<file path="src/rtl/crossbar_rr_scheduler_if.sv">
// crossbar_rr_scheduler_if: request side and crossbar-command side bundle of crossbar_rr_scheduler
interface crossbar_rr_scheduler_if #(
    parameter int DATA_WIDTH      = 32,
    parameter int NUM_INPUT_DATA  = 8,
    parameter int NUM_OUTPUT_DATA = 8
);
    localparam int DST_W = $clog2(NUM_OUTPUT_DATA);
    logic                                  en;
    logic [NUM_INPUT_DATA-1:0]             req_valid;
    logic [NUM_INPUT_DATA*DST_W-1:0]       req_dst;
    logic [NUM_INPUT_DATA*DATA_WIDTH-1:0]  req_data;
    logic [NUM_INPUT_DATA-1:0]             req_ready;
    logic                                  xbar_en;
    logic [NUM_INPUT_DATA-1:0]             xbar_valid;
    logic [NUM_INPUT_DATA*DATA_WIDTH-1:0]  xbar_data;
    logic [NUM_INPUT_DATA*NUM_OUTPUT_DATA-1:0] xbar_cmd;
    logic [NUM_OUTPUT_DATA-1:0]            expect_valid;
    logic [15:0]                           conflict_cnt;
    modport master (
        output en, req_valid, req_dst, req_data,
        input  req_ready, xbar_en, xbar_valid, xbar_data, xbar_cmd, expect_valid, conflict_cnt
    );
    modport slave (
        input  en, req_valid, req_dst, req_data,
        output req_ready, xbar_en, xbar_valid, xbar_data, xbar_cmd, expect_valid, conflict_cnt
    );
endinterface

</file>
<file path="src/rtl/crossbar_rr_scheduler.sv">
// crossbar_rr_scheduler: per-output round-robin front end for the one-hot-command crossbar.
// Optional conflict statistics counter enabled by defining XBAR_SCHED_STATS_EN.
module crossbar_rr_scheduler #(
    parameter int DATA_WIDTH      = 32,
    parameter int NUM_INPUT_DATA  = 8,
    parameter int NUM_OUTPUT_DATA = 8,
    parameter int XBAR_LATENCY    = 8
) (
    input logic clk,
    input logic rst,
    crossbar_rr_scheduler_if.slave bus
);
    localparam int NI    = NUM_INPUT_DATA;
    localparam int NO    = NUM_OUTPUT_DATA;
    localparam int DW    = DATA_WIDTH;
    localparam int DST_W = $clog2(NO);
    localparam int SRC_W = $clog2(NI);

    logic [DST_W-1:0] dst [NI];
    logic [SRC_W-1:0] ptr [NO];
    logic [SRC_W-1:0] win [NO];
    logic [NI-1:0]    cand [NO];
    logic [NO-1:0]    hit;
    logic [SRC_W-1:0] idx;
    logic [NI-1:0]    ready;
    logic             live;

    logic                xen_q;
    logic [NI-1:0]       valid_q;
    logic [NI*DW-1:0]    data_q;
    logic [NI*NO-1:0]    cmd_q;
    logic [NO-1:0]       col;
    logic [NO-1:0]       pipe [XBAR_LATENCY];

    assign live = bus.en & ~rst;

    // Scan offsets high to low so the candidate closest above ptr is written last.
    always_comb begin
        idx = '0;
        for (int i = 0; i < NI; i++)
            dst[i] = bus.req_dst[i*DST_W +: DST_W];
        for (int j = 0; j < NO; j++) begin
            win[j] = '0;
            hit[j] = 1'b0;
            for (int i = 0; i < NI; i++)
                cand[j][i] = bus.req_valid[i] & (dst[i] == DST_W'(j));
            for (int o = NI - 1; o >= 0; o--) begin
                idx = ptr[j] + SRC_W'(o);
                if (cand[j][idx]) begin
                    win[j] = idx;
                    hit[j] = 1'b1;
                end
            end
        end
        for (int i = 0; i < NI; i++)
            ready[i] = live & hit[dst[i]] & (win[dst[i]] == SRC_W'(i));
    end

    always_ff @(posedge clk) begin
        if (rst) begin
            xen_q   <= 1'b0;
            valid_q <= '0;
            data_q  <= '0;
            cmd_q   <= '0;
            for (int j = 0; j < NO; j++)
                ptr[j] <= '0;
        end else begin
            xen_q   <= bus.en;
            valid_q <= ready;
            for (int i = 0; i < NI; i++) begin
                data_q[i*DW +: DW] <= ready[i] ? bus.req_data[i*DW +: DW] : '0;
                cmd_q[i*NO +: NO]  <= ready[i] ? NO'(1) << dst[i] : '0;
            end
            for (int j = 0; j < NO; j++)
                if (bus.en & hit[j])
                    ptr[j] <= win[j] + SRC_W'(1);
        end
    end

    always_comb begin
        col = '0;
        for (int i = 0; i < NI; i++)
            col = col | (cmd_q[i*NO +: NO] & {NO{valid_q[i]}});
    end

    // Advances only while the crossbar itself is enabled, keeping expect_valid aligned with its o_valid.
    always_ff @(posedge clk) begin
        if (rst) begin
            for (int k = 0; k < XBAR_LATENCY; k++)
                pipe[k] <= '0;
        end else if (xen_q) begin
            pipe[0] <= col;
            for (int k = 1; k < XBAR_LATENCY; k++)
                pipe[k] <= pipe[k-1];
        end
    end

`ifdef XBAR_SCHED_STATS_EN
    logic [15:0]    cnt;
    logic [SRC_W:0] lost;
    logic [16:0]    sum;
    always_comb begin
        lost = '0;
        for (int i = 0; i < NI; i++)
            lost = lost + (SRC_W+1)'(bus.req_valid[i] & ~ready[i]);
    end
    assign sum = {1'b0, cnt} + 17'(lost);
    always_ff @(posedge clk) begin
        if (rst)
            cnt <= '0;
        else if (bus.en)
            cnt <= sum[16] ? 16'hFFFF : sum[15:0];
    end
    assign bus.conflict_cnt = cnt;
`else
    assign bus.conflict_cnt = 16'h0;
`endif

    assign bus.req_ready    = ready;
    assign bus.xbar_en      = xen_q;
    assign bus.xbar_valid   = valid_q;
    assign bus.xbar_data    = data_q;
    assign bus.xbar_cmd     = cmd_q;
    assign bus.expect_valid = pipe[XBAR_LATENCY-1];
endmodule
</file>
<file path="src/flat_wrapper.sv">
// flat-port wrapper written by rule: the top's interface ports become plain ports
module crossbar_rr_scheduler_flat 
#(
    parameter int DATA_WIDTH      = 32,
    parameter int NUM_INPUT_DATA  = 8,
    parameter int NUM_OUTPUT_DATA = 8,
    parameter int XBAR_LATENCY    = 8
)
  (clk, rst, bus_en, bus_req_valid, bus_req_dst, bus_req_data, bus_req_ready, bus_xbar_en, bus_xbar_valid, bus_xbar_data, bus_xbar_cmd, bus_expect_valid, bus_conflict_cnt);
  crossbar_rr_scheduler_if #(.DATA_WIDTH(DATA_WIDTH), .NUM_INPUT_DATA(NUM_INPUT_DATA), .NUM_OUTPUT_DATA(NUM_OUTPUT_DATA)) bus_i ();
  input logic clk;
  input logic rst;
  input wire logic [$bits(bus_i.en)-1:0] bus_en;
  input wire logic [$bits(bus_i.req_valid)-1:0] bus_req_valid;
  input wire logic [$bits(bus_i.req_dst)-1:0] bus_req_dst;
  input wire logic [$bits(bus_i.req_data)-1:0] bus_req_data;
  output wire logic [$bits(bus_i.req_ready)-1:0] bus_req_ready;
  output wire logic [$bits(bus_i.xbar_en)-1:0] bus_xbar_en;
  output wire logic [$bits(bus_i.xbar_valid)-1:0] bus_xbar_valid;
  output wire logic [$bits(bus_i.xbar_data)-1:0] bus_xbar_data;
  output wire logic [$bits(bus_i.xbar_cmd)-1:0] bus_xbar_cmd;
  output wire logic [$bits(bus_i.expect_valid)-1:0] bus_expect_valid;
  output wire logic [$bits(bus_i.conflict_cnt)-1:0] bus_conflict_cnt;
  assign bus_i.en = bus_en;
  assign bus_i.req_valid = bus_req_valid;
  assign bus_i.req_dst = bus_req_dst;
  assign bus_i.req_data = bus_req_data;
  assign bus_req_ready = bus_i.req_ready;
  assign bus_xbar_en = bus_i.xbar_en;
  assign bus_xbar_valid = bus_i.xbar_valid;
  assign bus_xbar_data = bus_i.xbar_data;
  assign bus_xbar_cmd = bus_i.xbar_cmd;
  assign bus_expect_valid = bus_i.expect_valid;
  assign bus_conflict_cnt = bus_i.conflict_cnt;
  crossbar_rr_scheduler #(.DATA_WIDTH(DATA_WIDTH), .NUM_INPUT_DATA(NUM_INPUT_DATA), .NUM_OUTPUT_DATA(NUM_OUTPUT_DATA), .XBAR_LATENCY(XBAR_LATENCY)) u_core (.clk(clk), .rst(rst), .bus(bus_i));
endmodule
</file>
<file path="config.mk">
export PLATFORM = sky130hd
export DESIGN_NAME = crossbar_rr_scheduler_flat
export DESIGN_NICKNAME = d
export VERILOG_FILES = /design/src/rtl/crossbar_rr_scheduler_if.sv /design/src/rtl/crossbar_rr_scheduler.sv /design/src/flat_wrapper.sv
export SDC_FILE = /design/constraint.sdc
export NUM_CORES = 1
export LEC_CHECK = 0
export BUFFER_PORTS_ARGS = -buffer_cell sky130_fd_sc_hd__buf_2
export CORE_AREA = 5 5 252 254
export DETAILED_ROUTE_END_ITERATION = 8
export DIE_AREA = 0 0 257 259
export PLACE_DENSITY = 0.7
export SKIP_LAST_GASP = 1
export SYNTH_ARGS = -nofsm -noshare
export SYNTH_HDL_FRONTEND = slang
export SYNTH_SLANG_ARGS = --single-unit
</file>
<file path="constraint.sdc">
create_clock -name clk -period 7.3 [get_ports clk]
set_clock_uncertainty 0.15 [all_clocks]
set_input_delay 0.73 -clock clk [delete_from_list [all_inputs] [get_ports clk]]
set_output_delay 0.73 -clock clk [all_outputs]
set_load 0.01 [all_outputs]
</file>
Word-level counts from Yosys, hierarchy flattened --
Memory sizes are Yosys's and may differ from the RTL's. Cells that the tools add are included.
Storage, ports and cells: bits in registers 329, bits in writable memories 88, word-level logic and storage cells 730, memories 2
Cells by class: $add $sub $neg 64, magnitude comparators 80, equality and inequality tests 63, shift-type cells 8, multiplexer cells 341, bitwise operators 137, reduce and logical (&&, ||, !) cells 17
Memories:
- u_core.pipe | words 8, bits a word 8, rd ports 8, clocked after memory_dff 0, wr ports 8, line crossbar_rr_scheduler.sv:33 | logic [NO-1:0] pipe [XBAR_LATENCY];
- u_core.ptr | words 8, bits a word 3, rd ports 8, clocked after memory_dff 0, wr ports 8, line crossbar_rr_scheduler.sv:20 | logic [SRC_W-1:0] ptr [NO];
Operators with widths (number):
- $lt 3x4->1 const B | 72
- $mux 3 | 88
- $bmux 1 s3 | 72
- $mux 1 | 165
- $eq 3x3->1 const B | 36
- $add 3x3->3 const B | 32
- $and 1x1->1 | 89
- $bmux 3 s3 | 8
- $and 8x8->8 | 8
- $mux 8 | 8
- $shl 1x3->8 const A | 8
- $or 8x8->8 | 7
- $eq 3x2->1 const B | 18
- $add 3x1->3 const B | 16
- $add 3x2->3 const B | 16
- $ge 4x4->1 const B | 8
- $not 3->4 | 8
- $eq 3x1->1 const B | 9
- $logic_not 3->1 | 9
- $or 1x1->1 | 16
- $reduce_or 2->1 | 8
- $not 1->1 | 9

Longest topological paths before layout --
Gate-level depths: netlist of run 1.
word-level depth 19, gate-level depth with buffers 18

Worst setup path after synthesis of run 1 --
OpenSTA, ideal clock, no wires.
kind input to output, start point input bus_req_dst[0], end point output bus_req_ready[4], arrival time 4203 ps, required time 6420 ps, path slack 2217 ps, cell stages on the path 12, path buffers 2, cells stage by stage or4bb_1 mux4_2 mux2i_1 a311oi_1 o311ai_1 mux2i_2 nand2_1 o2bb2ai_1 or4b_1 clkbuf_1 o2bb2ai_2 buf_2
Between the ends: cells in the longest elaborated chain, start to end 17
Ends and longest elaborated chain:
- start, declared | line flat_wrapper.sv:15 | input wire logic [$bits(bus_i.req_dst)-1:0] bus_req_dst;
- $eq 3x3->1 (tied with other cells) | line crossbar_rr_scheduler.sv:46 | cand[j][i] = bus.req_valid[i] & (dst[i] == DST_W'(j));
- $and 1x1->1 | line crossbar_rr_scheduler.sv:46
- $bmux 1 s3 | line crossbar_rr_scheduler.sv:49 | if (cand[j][idx]) begin
- $mux 1 (implied by the code) | line crossbar_rr_scheduler.sv:49
- $mux 3 (8 in a row) | line crossbar_rr_scheduler.sv:49
- $bmux 3 s3 | line crossbar_rr_scheduler.sv:56 | ready[i] = live & hit[dst[i]] & (win[dst[i]] == SRC_W'(i));
- $mux 3 (implied by the code) (2 in a row) | line crossbar_rr_scheduler.sv:56
- $eq 3x3->1 | line crossbar_rr_scheduler.sv:56
- $and 1x1->1 (*) | line crossbar_rr_scheduler.sv:56
- end, declared | line flat_wrapper.sv:17 | output wire logic [$bits(bus_i.req_ready)-1:0] bus_req_ready;
Mark *: on every way between the ends. The rest lies on a longest branch, timed or not. The select of a mux whose other input is x is not followed.

==> results of run 1 <==
metrics by stage:
| stage | utilization [%] | worst slack, ps |
|---|---|---|
| 5_1_grt | 45.0 | 97.6 |
| 3_5_place_dp | 42.2 | 1130 |
| 4_1_cts | 45.0 | 459 |
| 2_1_floorplan | - | 2220 |
| 3_3_place_gp | 42.2 | 1140 |
| 6_report | 45.0 | 378 |
flip-flops by register name, indices dropped and copies added (netlist names):
signal and flops:
u_core.bus.xbar_data 256, u_core.pipe 64, u_core.bus.xbar_cmd 64, u_core.bus.xbar_valid 8
u_core.ptr 24, u_core.bus.xbar_en 1
power breakdown:
group          internal [uW]  leakage [uW]  switching (uW)
Sequential              2500       0.00359             224
Clock                   1500      0.000838            1050
Combinational           1020       0.00763            1710
Total                   5030        0.0121            2980
kinds of logic after synthesis:
family                     Yosys count  share of synthesized area (%)
and+or+nand+nor                   1020                           26.8
AOI/OAI and AO/OA                  536                           17.8
DFF                                417                           41.7
buffers and inverters              238                           4.84
muxes                               83                           6.14
xor gates and xnor gates            46                           1.82
adders and majority gates           16                          0.904
other                                1                         0.0169
cells in the mapped netlist (all sizes together), types with 16 or more instances:
library cell	count	area, sq um
xnor2	27	236
xor2	19	166
a22oi	63	473
and4b	24	240
dfxtp	329	6590
nor4bb	17	170
nand3	27	135
a21o	23	173
nand4b	27	236
nand2	157	592
and2	226	1410
a211oi	23	188
a22o	20	175
o21ai	83	415
or2	21	131
nand2b	44	275
ha	16	200
o211ai	22	165
mux2i	33	334
and3	17	106
nor2b	108	676
buf	85	497
inv	48	180
nand4	25	156
nor3	52	260
o22ai	49	313
clkbuf	100	375
edfxtp	88	2640
nor4	22	144
mux4	41	923
nor2	170	638
a21oi	63	327
critical path, stage by stage, from the launching register on:
cell,delay [ps]
sky130_fd_sc_hd__edfxtp_1,660
sky130_fd_sc_hd__clkinv_1,400
sky130_fd_sc_hd__ha_1,570
sky130_fd_sc_hd__and2_1,240
sky130_fd_sc_hd__a22o_1,270
sky130_fd_sc_hd__o21ai_0,550
sky130_fd_sc_hd__a21oi_1,130
sky130_fd_sc_hd__nor3_1,190
sky130_fd_sc_hd__o211ai_1,300
sky130_fd_sc_hd__a2111oi_0,810
sky130_fd_sc_hd__a311oi_1,120
sky130_fd_sc_hd__or4b_1,630
sky130_fd_sc_hd__o2bb2ai_2,340
sky130_fd_sc_hd__buf_2,200
per-layer routing:
metal	wire length, microns	up-vias	GRT usage [%]	share of wire, %
met3	13000	300	10.4	12
met4	6080	12	13.6	5.5
met5	92	-	0	0.083
li1	-	9761	-	-
met1	40500	10451	37.5	36
met2	51500	1578	51.4	46
cell type report:
cell class / instances / area, sq um / share of cell area (%)
tap: 790 / 988 / 3.60
inverter: 53 / 199 / 0.724
multi-input combinational: 1717 / 11900 / 43.5
sequential: 417 / 9230 / 33.6
timing repair buffer: 665 / 3400 / 12.4
clock inverter: 21 / 300 / 1.09
clock buffer: 65 / 1400 / 5.08
antenna: 7 / 17.5 / 0.0638
how the worst max path moves through the flow:
stage                                        start                to  slack (ps)  depth (start not counted)
floorplan                           bus_req_dst[0]  bus_req_ready[4]        2220                         12
global placement                   bus_req_dst[15]  bus_req_ready[5]        1140                         12
detailed placement  u_core.ptr[0][0]$_SDFFCE_PN0P_  bus_req_ready[4]        1130                         13
CTS                 u_core.ptr[0][0]$_SDFFCE_PN0P_  bus_req_ready[4]         460                         13
global route        u_core.ptr[0][6]$_SDFFCE_PN0P_  bus_req_ready[4]         100                         13
finish              u_core.ptr[0][0]$_SDFFCE_PN0P_  bus_req_ready[4]         380                         13
cell usage in the layout (no fill, tap or decap), types with 17 or more instances in the layout:
cell and n:
sky130_fd_sc_hd__a211oi_1 20, sky130_fd_sc_hd__a21o_1 23, sky130_fd_sc_hd__a21oi_1 62, sky130_fd_sc_hd__a22o_1 20
sky130_fd_sc_hd__a22oi_1 62, sky130_fd_sc_hd__and2_1 224, sky130_fd_sc_hd__and3_1 17, sky130_fd_sc_hd__and4b_1 24
sky130_fd_sc_hd__buf_2 635, sky130_fd_sc_hd__buf_4 30, sky130_fd_sc_hd__clkbuf_16 49, sky130_fd_sc_hd__dfxtp_1 329
sky130_fd_sc_hd__edfxtp_1 88, sky130_fd_sc_hd__inv_1 45, sky130_fd_sc_hd__mux2i_1 32, sky130_fd_sc_hd__mux4_2 41
sky130_fd_sc_hd__nand2_1 156, sky130_fd_sc_hd__nand2b_1 44, sky130_fd_sc_hd__nand3_1 27, sky130_fd_sc_hd__nand4_1 25
sky130_fd_sc_hd__nand4b_1 27, sky130_fd_sc_hd__nor2_1 170, sky130_fd_sc_hd__nor2b_1 108, sky130_fd_sc_hd__nor3_1 52
sky130_fd_sc_hd__nor4_1 21, sky130_fd_sc_hd__nor4bb_1 17, sky130_fd_sc_hd__o211ai_1 22, sky130_fd_sc_hd__o21ai_0 77
sky130_fd_sc_hd__o22ai_1 48, sky130_fd_sc_hd__xnor2_1 27, sky130_fd_sc_hd__xor2_1 19
==> metrics.txt, run 1 <==
# TYPE chip_impl_metric gauge
chip_impl_metric{name="dr_total_vias",unit=""} 22102
chip_impl_info{name="reg2reg_from",value="u_core.ptr[0][0]$_SDFFCE_PN0P_"} 1
chip_impl_metric{name="antenna_found_initial",unit=""} 15
chip_impl_metric{name="post_route_cells_drive_above_1_share",unit="%"} 29.1
chip_impl_metric{name="setup_viol",unit=""} 0
chip_impl_metric{name="synth_enable_flop_cells",unit=""} 88
chip_impl_metric{name="critPathArrivalTime",unit="ps"} 6040
chip_impl_metric{name="asyncSetResetFlopFracSynth",unit="%"} 0
chip_impl_metric{name="sink_count",unit=""} 417
chip_impl_metric{name="fin_setup_tns",unit="ps"} 0
chip_impl_metric{name="worst_slew_pin_slew",unit="ps"} 1230
chip_impl_metric{name="synthesis.instances",unit=""} 2357
chip_impl_info{name="ys.flop_type",value="sky130_fd_sc_hd__dfxtp_1"} 1
chip_impl_metric{name="layout_nets",unit=""} 3208
chip_impl_metric{name="postCtsSetupBuffers",unit=""} 0
chip_impl_metric{name="die_w",unit="microns"} 257
chip_impl_metric{name="placed_cells_incl_taps",unit=""} 3642
chip_impl_metric{name="gpl.final_weighted_congestion",unit=""} 1.03
chip_impl_metric{name="timing.final.max_slew_violations",unit=""} 0
chip_impl_metric{name="max-vdd-ir-drop",unit="mV"} 0.166
chip_impl_metric{name="reg2reg_slack",unit="ps"} 1340
chip_impl_metric{name="final.period_utilization",unit="%"} 94.8
chip_impl_metric{name="r2r_cells",unit=""} 14
chip_impl_metric{name="first_global_vias",unit=""} 21044
chip_impl_metric{name="post_synth_num_cell_types",unit=""} 109
chip_impl_metric{name="drtAntennaViolNets",unit=""} 0
chip_impl_metric{name="post_synth_instance_area",unit="sq um"} 22100
chip_impl_metric{name="power_leakage",unit="uW"} 0.0121
chip_impl_metric{name="synth.yosys.warnings",unit=""} 0
chip_impl_metric{name="fp-row-count",unit=""} 91
chip_impl_metric{name="post_synth.cell_area_avg",unit="sq um"} 9.39
chip_impl_info{name="cts_root_buffer",value="sky130_fd_sc_hd__clkbuf_16"} 1
chip_impl_metric{name="totalWireLength",unit="microns"} 111000
chip_impl_metric{name="dr.first_iter.drc_count",unit=""} 3002
chip_impl_metric{name="whs",unit="ps"} 175
chip_impl_metric{name="numCtsBuffers",unit=""} 47
chip_impl_metric{name="cts_max_level",unit=""} 2
chip_impl_metric{name="grt_first_pass_wirelength",unit="microns"} 153000
chip_impl_metric{name="place_area",unit="sq um"} 25800
chip_impl_metric{name="final_area",unit="sq um"} 27500
chip_impl_info{name="hold_path.class",value="in -> reg"} 1
chip_impl_info{name="rsz0062_at_grt",value="no"} 1
chip_impl_metric{name="power.density",unit="nW/um^2"} 292
chip_impl_info{name="status",value="completed"} 1
chip_impl_metric{name="synth_seq_cells",unit=""} 417
chip_impl_metric{name="io_buffer_count",unit=""} 635
chip_impl_metric{name="fp.dieH",unit="microns"} 259
chip_impl_metric{name="dp.final_hpwl",unit="microns"} 89900
chip_impl_metric{name="count_of_instances_resized_after_the_clock_tree_is_built",unit=""} 0
chip_impl_metric{name="timing_hold_violations_final",unit=""} 0
chip_impl_info{name="tritoncts",value="built"} 1
chip_impl_metric{name="min_path_cells",unit=""} 2
chip_impl_info{name="regToRegEndpoint",value="u_core.bus.xbar_data[154]$_SDFF_PP0_"} 1
chip_impl_metric{name="grt_max_degree",unit=""} 55
chip_impl_metric{name="yosysSeqAreaShare",unit="%"} 41.7
chip_impl_info{name="crit_type",value="reg -> out"} 1
chip_impl_metric{name="stdcell_count",unit=""} 3735
chip_impl_metric{name="fillCellCount",unit=""} 5917
chip_impl_metric{name="p_r_area_growth_vs_syn",unit="%"} 24.1
chip_impl_metric{name="maxCapViolations",unit=""} 0
chip_impl_metric{name="grt.overflow.total",unit=""} 0
chip_impl_metric{name="cts_hold_repair.buffers",unit=""} 0
chip_impl_metric{name="critical_path_required",unit="ps"} 6420
chip_impl_metric{name="clock_tree.buffer_depth",unit=""} 3
chip_impl_metric{name="die_area",unit="sq um"} 66600
chip_impl_metric{name="remaining_drc_errors",unit=""} 0
chip_impl_info{name="hold_path_startpoint",value="bus_req_data[173]"} 1
chip_impl_info{name="worstSetupEndpointType",value="primary output"} 1
chip_impl_metric{name="highest_net_fanout_along_the_worst_path",unit=""} 17
chip_impl_metric{name="drt_pass1_iterations",unit=""} 6
chip_impl_metric{name="wire_per_inst",unit="microns"} 29.7
chip_impl_info{name="min_delay_worst_endpoint",value="u_core.bus.xbar_data[173]$_SDFF_PP0_"} 1
chip_impl_metric{name="slew_headroom",unit="%"} 17.0
chip_impl_metric{name="clk_transition_reported_paths",unit="ps"} 60
chip_impl_info{name="setup.worst_path.start_class",value="flop"} 1
chip_impl_metric{name="boundaryPins",unit=""} 652
chip_impl_metric{name="core_region_area",unit="sq um"} 61000
chip_impl_metric{name="start_util",unit="%"} 36.3
chip_impl_metric{name="p_total",unit="uW"} 8010
chip_impl_metric{name="avgViaCountPerCell",unit=""} 5.92
chip_impl_metric{name="fmaxAchievable",unit="GHz"} 0.144
chip_impl_metric{name="worst_skew_pair.late_latency",unit="ps"} 610
chip_impl_metric{name="final.min_clock_period",unit="ps"} 6920
chip_impl_metric{name="track_usage",unit="%"} 31.3
(Power assumes the default switching activity.)
==> run 2: changes to the inputs <==
==> constraint.sdc (replaced) <==
create_clock -name clk -period 7.3 [get_ports clk]
set_clock_uncertainty 0.15 [all_clocks]
set_input_delay 0.365 -clock clk [delete_from_list [all_inputs] [get_ports clk]]
set_output_delay 0.365 -clock clk [all_outputs]
set_load 0.01 [all_outputs]
==> metrics.txt, run 2 (same netlist as run 1, synthesis figures left out) <==
# TYPE chip_impl_metric gauge
chip_impl_info{name="status",value="completed"} 1
chip_impl_metric{name="maxCapViolations",unit=""} 0
chip_impl_metric{name="final.min_clock_period",unit="ps"} 6860
chip_impl_info{name="setup.worst_path.start_class",value="flop"} 1
chip_impl_metric{name="grt_max_degree",unit=""} 47
chip_impl_info{name="most_common_library_cell_in_the_layout_ignoring_fill_and_taps",value="sky130_fd_sc_hd__buf_2"} 1
chip_impl_metric{name="worst_slew_pin_slew",unit="ps"} 1080
chip_impl_metric{name="stdcell_count",unit=""} 3970
chip_impl_metric{name="sink_count",unit=""} 417
chip_impl_metric{name="post_route_cells_drive_above_1_share",unit="%"} 26.3
chip_impl_metric{name="largest_register_ffs",unit=""} 256
chip_impl_metric{name="drt_pass1_iterations",unit=""} 6
chip_impl_metric{name="critical_path_required",unit="ps"} 6780
chip_impl_info{name="crit_type",value="reg -> out"} 1
chip_impl_metric{name="die_area",unit="sq um"} 66600
chip_impl_metric{name="setup_viol",unit=""} 0
chip_impl_metric{name="first_global_vias",unit=""} 22325
chip_impl_metric{name="p_r_area_growth_vs_syn",unit="%"} 34.2
chip_impl_metric{name="fin_setup_tns",unit="ps"} 0
chip_impl_metric{name="worst_skew_pair.late_latency",unit="ps"} 590
chip_impl_metric{name="avgViaCountPerCell",unit=""} 5.85
chip_impl_metric{name="drtAntennaViolNets",unit=""} 0
chip_impl_info{name="hold_path.class",value="in -> reg"} 1
chip_impl_metric{name="max-vdd-ir-drop",unit="mV"} 0.175
chip_impl_metric{name="wire_per_inst",unit="microns"} 28.5
chip_impl_metric{name="totalWireLength",unit="microns"} 113000
chip_impl_metric{name="die_w",unit="microns"} 257
chip_impl_metric{name="boundaryPins",unit=""} 652
chip_impl_metric{name="dr.first_iter.drc_count",unit=""} 2806
chip_impl_metric{name="layout_nets",unit=""} 3446
chip_impl_metric{name="grt.overflow.total",unit=""} 0
chip_impl_metric{name="antenna_found_initial",unit=""} 19
chip_impl_metric{name="final.period_utilization",unit="%"} 93.9
chip_impl_metric{name="io_buffer_count",unit=""} 635
chip_impl_metric{name="grt_first_pass_wirelength",unit="microns"} 158000
chip_impl_metric{name="track_usage",unit="%"} 31.8
chip_impl_metric{name="critPathArrivalTime",unit="ps"} 6340
chip_impl_metric{name="numCtsBuffers",unit=""} 44
chip_impl_info{name="rsz0062_at_grt",value="no"} 1
chip_impl_metric{name="clk_transition_reported_paths",unit="ps"} 70
chip_impl_metric{name="timing.final.max_slew_violations",unit=""} 0
chip_impl_metric{name="p_total",unit="uW"} 7840
chip_impl_metric{name="cts_max_level",unit=""} 2
chip_impl_metric{name="placed_cells_incl_taps",unit=""} 3630
chip_impl_metric{name="core_region_area",unit="sq um"} 61000
chip_impl_metric{name="dp.final_hpwl",unit="microns"} 87800
chip_impl_metric{name="highest_net_fanout_along_the_worst_path",unit=""} 22
chip_impl_metric{name="start_util",unit="%"} 36.3
chip_impl_metric{name="timing_hold_violations_final",unit=""} 0
chip_impl_metric{name="slew_headroom",unit="%"} 27.1
chip_impl_metric{name="power_leakage",unit="uW"} 0.0130
chip_impl_metric{name="remaining_drc_errors",unit=""} 0
chip_impl_info{name="worstSetupEndpointType",value="primary output"} 1
chip_impl_metric{name="place_worst_setup_slack",unit="ps"} 1160
chip_impl_metric{name="fp-row-count",unit=""} 91
chip_impl_metric{name="dr_total_vias",unit=""} 23236
chip_impl_metric{name="clock_tree.buffer_depth",unit=""} 3
chip_impl_metric{name="fmaxAchievable",unit="GHz"} 0.146
chip_impl_info{name="tritoncts",value="built"} 1
chip_impl_metric{name="fin_ws",unit="ps"} 442
chip_impl_metric{name="whs",unit="ps"} 30.3
chip_impl_info{name="most_frequent_cells_in_the_layout",value="sky130_fd_sc_hd__buf_2, sky130_fd_sc_hd__dfxtp_1, sky130_fd_sc_hd__dlygate4sd3_1"} 1
chip_impl_info{name="cts_root_buffer",value="sky130_fd_sc_hd__clkbuf_16"} 1
chip_impl_metric{name="fp.dieH",unit="microns"} 259
chip_impl_metric{name="gpl.final_weighted_congestion",unit=""} 1.02
chip_impl_metric{name="power.density",unit="nW/um^2"} 264
[run 2: cell count changes in the layout (fill, tap and decap cells not counted), moves of 3 or more]
cell,delta
sky130_fd_sc_hd__dlygate4sd3_1,+253
sky130_fd_sc_hd__buf_4,-12
sky130_fd_sc_hd__clkbuf_8,-5
sky130_fd_sc_hd__clkbuf_16,-4
sky130_fd_sc_hd__clkbuf_1,+3
sky130_fd_sc_hd__clkinvlp_4,+3
sky130_fd_sc_hd__inv_6,-3
[run 2: metrics by stage]
step           cell area [sq um]  util (%)
2_1_floorplan              22200         -
3_3_place_gp               25700      42.1
3_5_place_dp               25700      42.1
4_1_cts                    29700      48.6
5_1_grt                    29700      48.7
6_report                   29700      48.7
[run 2: layout make-up]
type | count | area [sq um]
Clock inverter | 22 | 250
Sequential cell | 417 | 9230
Antenna cell | 6 | 15.0
Clock buffer | 59 | 1240
Multi-Input combinational cell | 1717 | 11900
Tap cell | 790 | 988
Timing Repair Buffer | 906 | 5850
Fill cell | 5673 | 31300
Inverter | 53 | 199
[run 2: what timing repair did]
| action | 4_1_cts | 5_1_grt |
|---|---|---|
| hold endpoints to repair | 253 | 0 |
| resized for setup | 0 | 1 |
| hold buffers | 253 | 0 |
| setup endpoints to repair | 0 | 1 |
| setup buffers | 0 | 0 |
[run 2: path summary, 6_finish.rpt]
| check | start | to | slack, ps | cells after the start |
|---|---|---|---|---|
| worst min-delay path | bus_req_data[114] | u_core.bus.xbar_data[114]$_SDFF_PP0_ | 30 | 2 |
| worst min register to register | u_core.pipe[0][22]$_SDFFCE_PN0P_ | u_core.pipe[0][30]$_SDFFCE_PN0P_ | 370 | 1 |
| worst max-delay path | u_core.ptr[0][6]$_SDFFCE_PN0P_ | bus_req_ready[4] | 440 | 13 |
| worst max register to register | u_core.ptr[0][6]$_SDFFCE_PN0P_ | u_core.bus.xbar_data[130]$_SDFF_PP0_ | 1170 | 14 |
[run 2: worst max-delay path, stage by stage, from the launching register on]
cell,delay (ps)
sky130_fd_sc_hd__edfxtp_1,780
sky130_fd_sc_hd__inv_1,230
sky130_fd_sc_hd__ha_1,480
sky130_fd_sc_hd__nor2b_1,200
sky130_fd_sc_hd__a22o_1,290
sky130_fd_sc_hd__o21ai_0,310
sky130_fd_sc_hd__a311oi_1,160
sky130_fd_sc_hd__o311ai_1,450
sky130_fd_sc_hd__mux2i_2,610
sky130_fd_sc_hd__nand2_1,320
sky130_fd_sc_hd__o2bb2ai_1,200
sky130_fd_sc_hd__or4b_1,650
sky130_fd_sc_hd__o2bb2ai_2,760
sky130_fd_sc_hd__buf_2,280
[run 2: report_power, final]
part | internal (uW) | leakage [uW] | switching [uW]
clock | 1320 | 0.000729 | 1010
sequential | 2500 | 0.00359 | 240
combinational | 1080 | 0.00864 | 1690
[run 2: layer usage]
layer | vias to the layer above | part of all wire (%) | global-route usage (%)
li1 | 10219 | - | -
met1 | 11108 | 35 | 36.4
met2 | 1550 | 47 | 52.7
met3 | 339 | 11 | 11.1
met4 | 20 | 6.6 | 16.4
met5 | - | 0.11 | 0
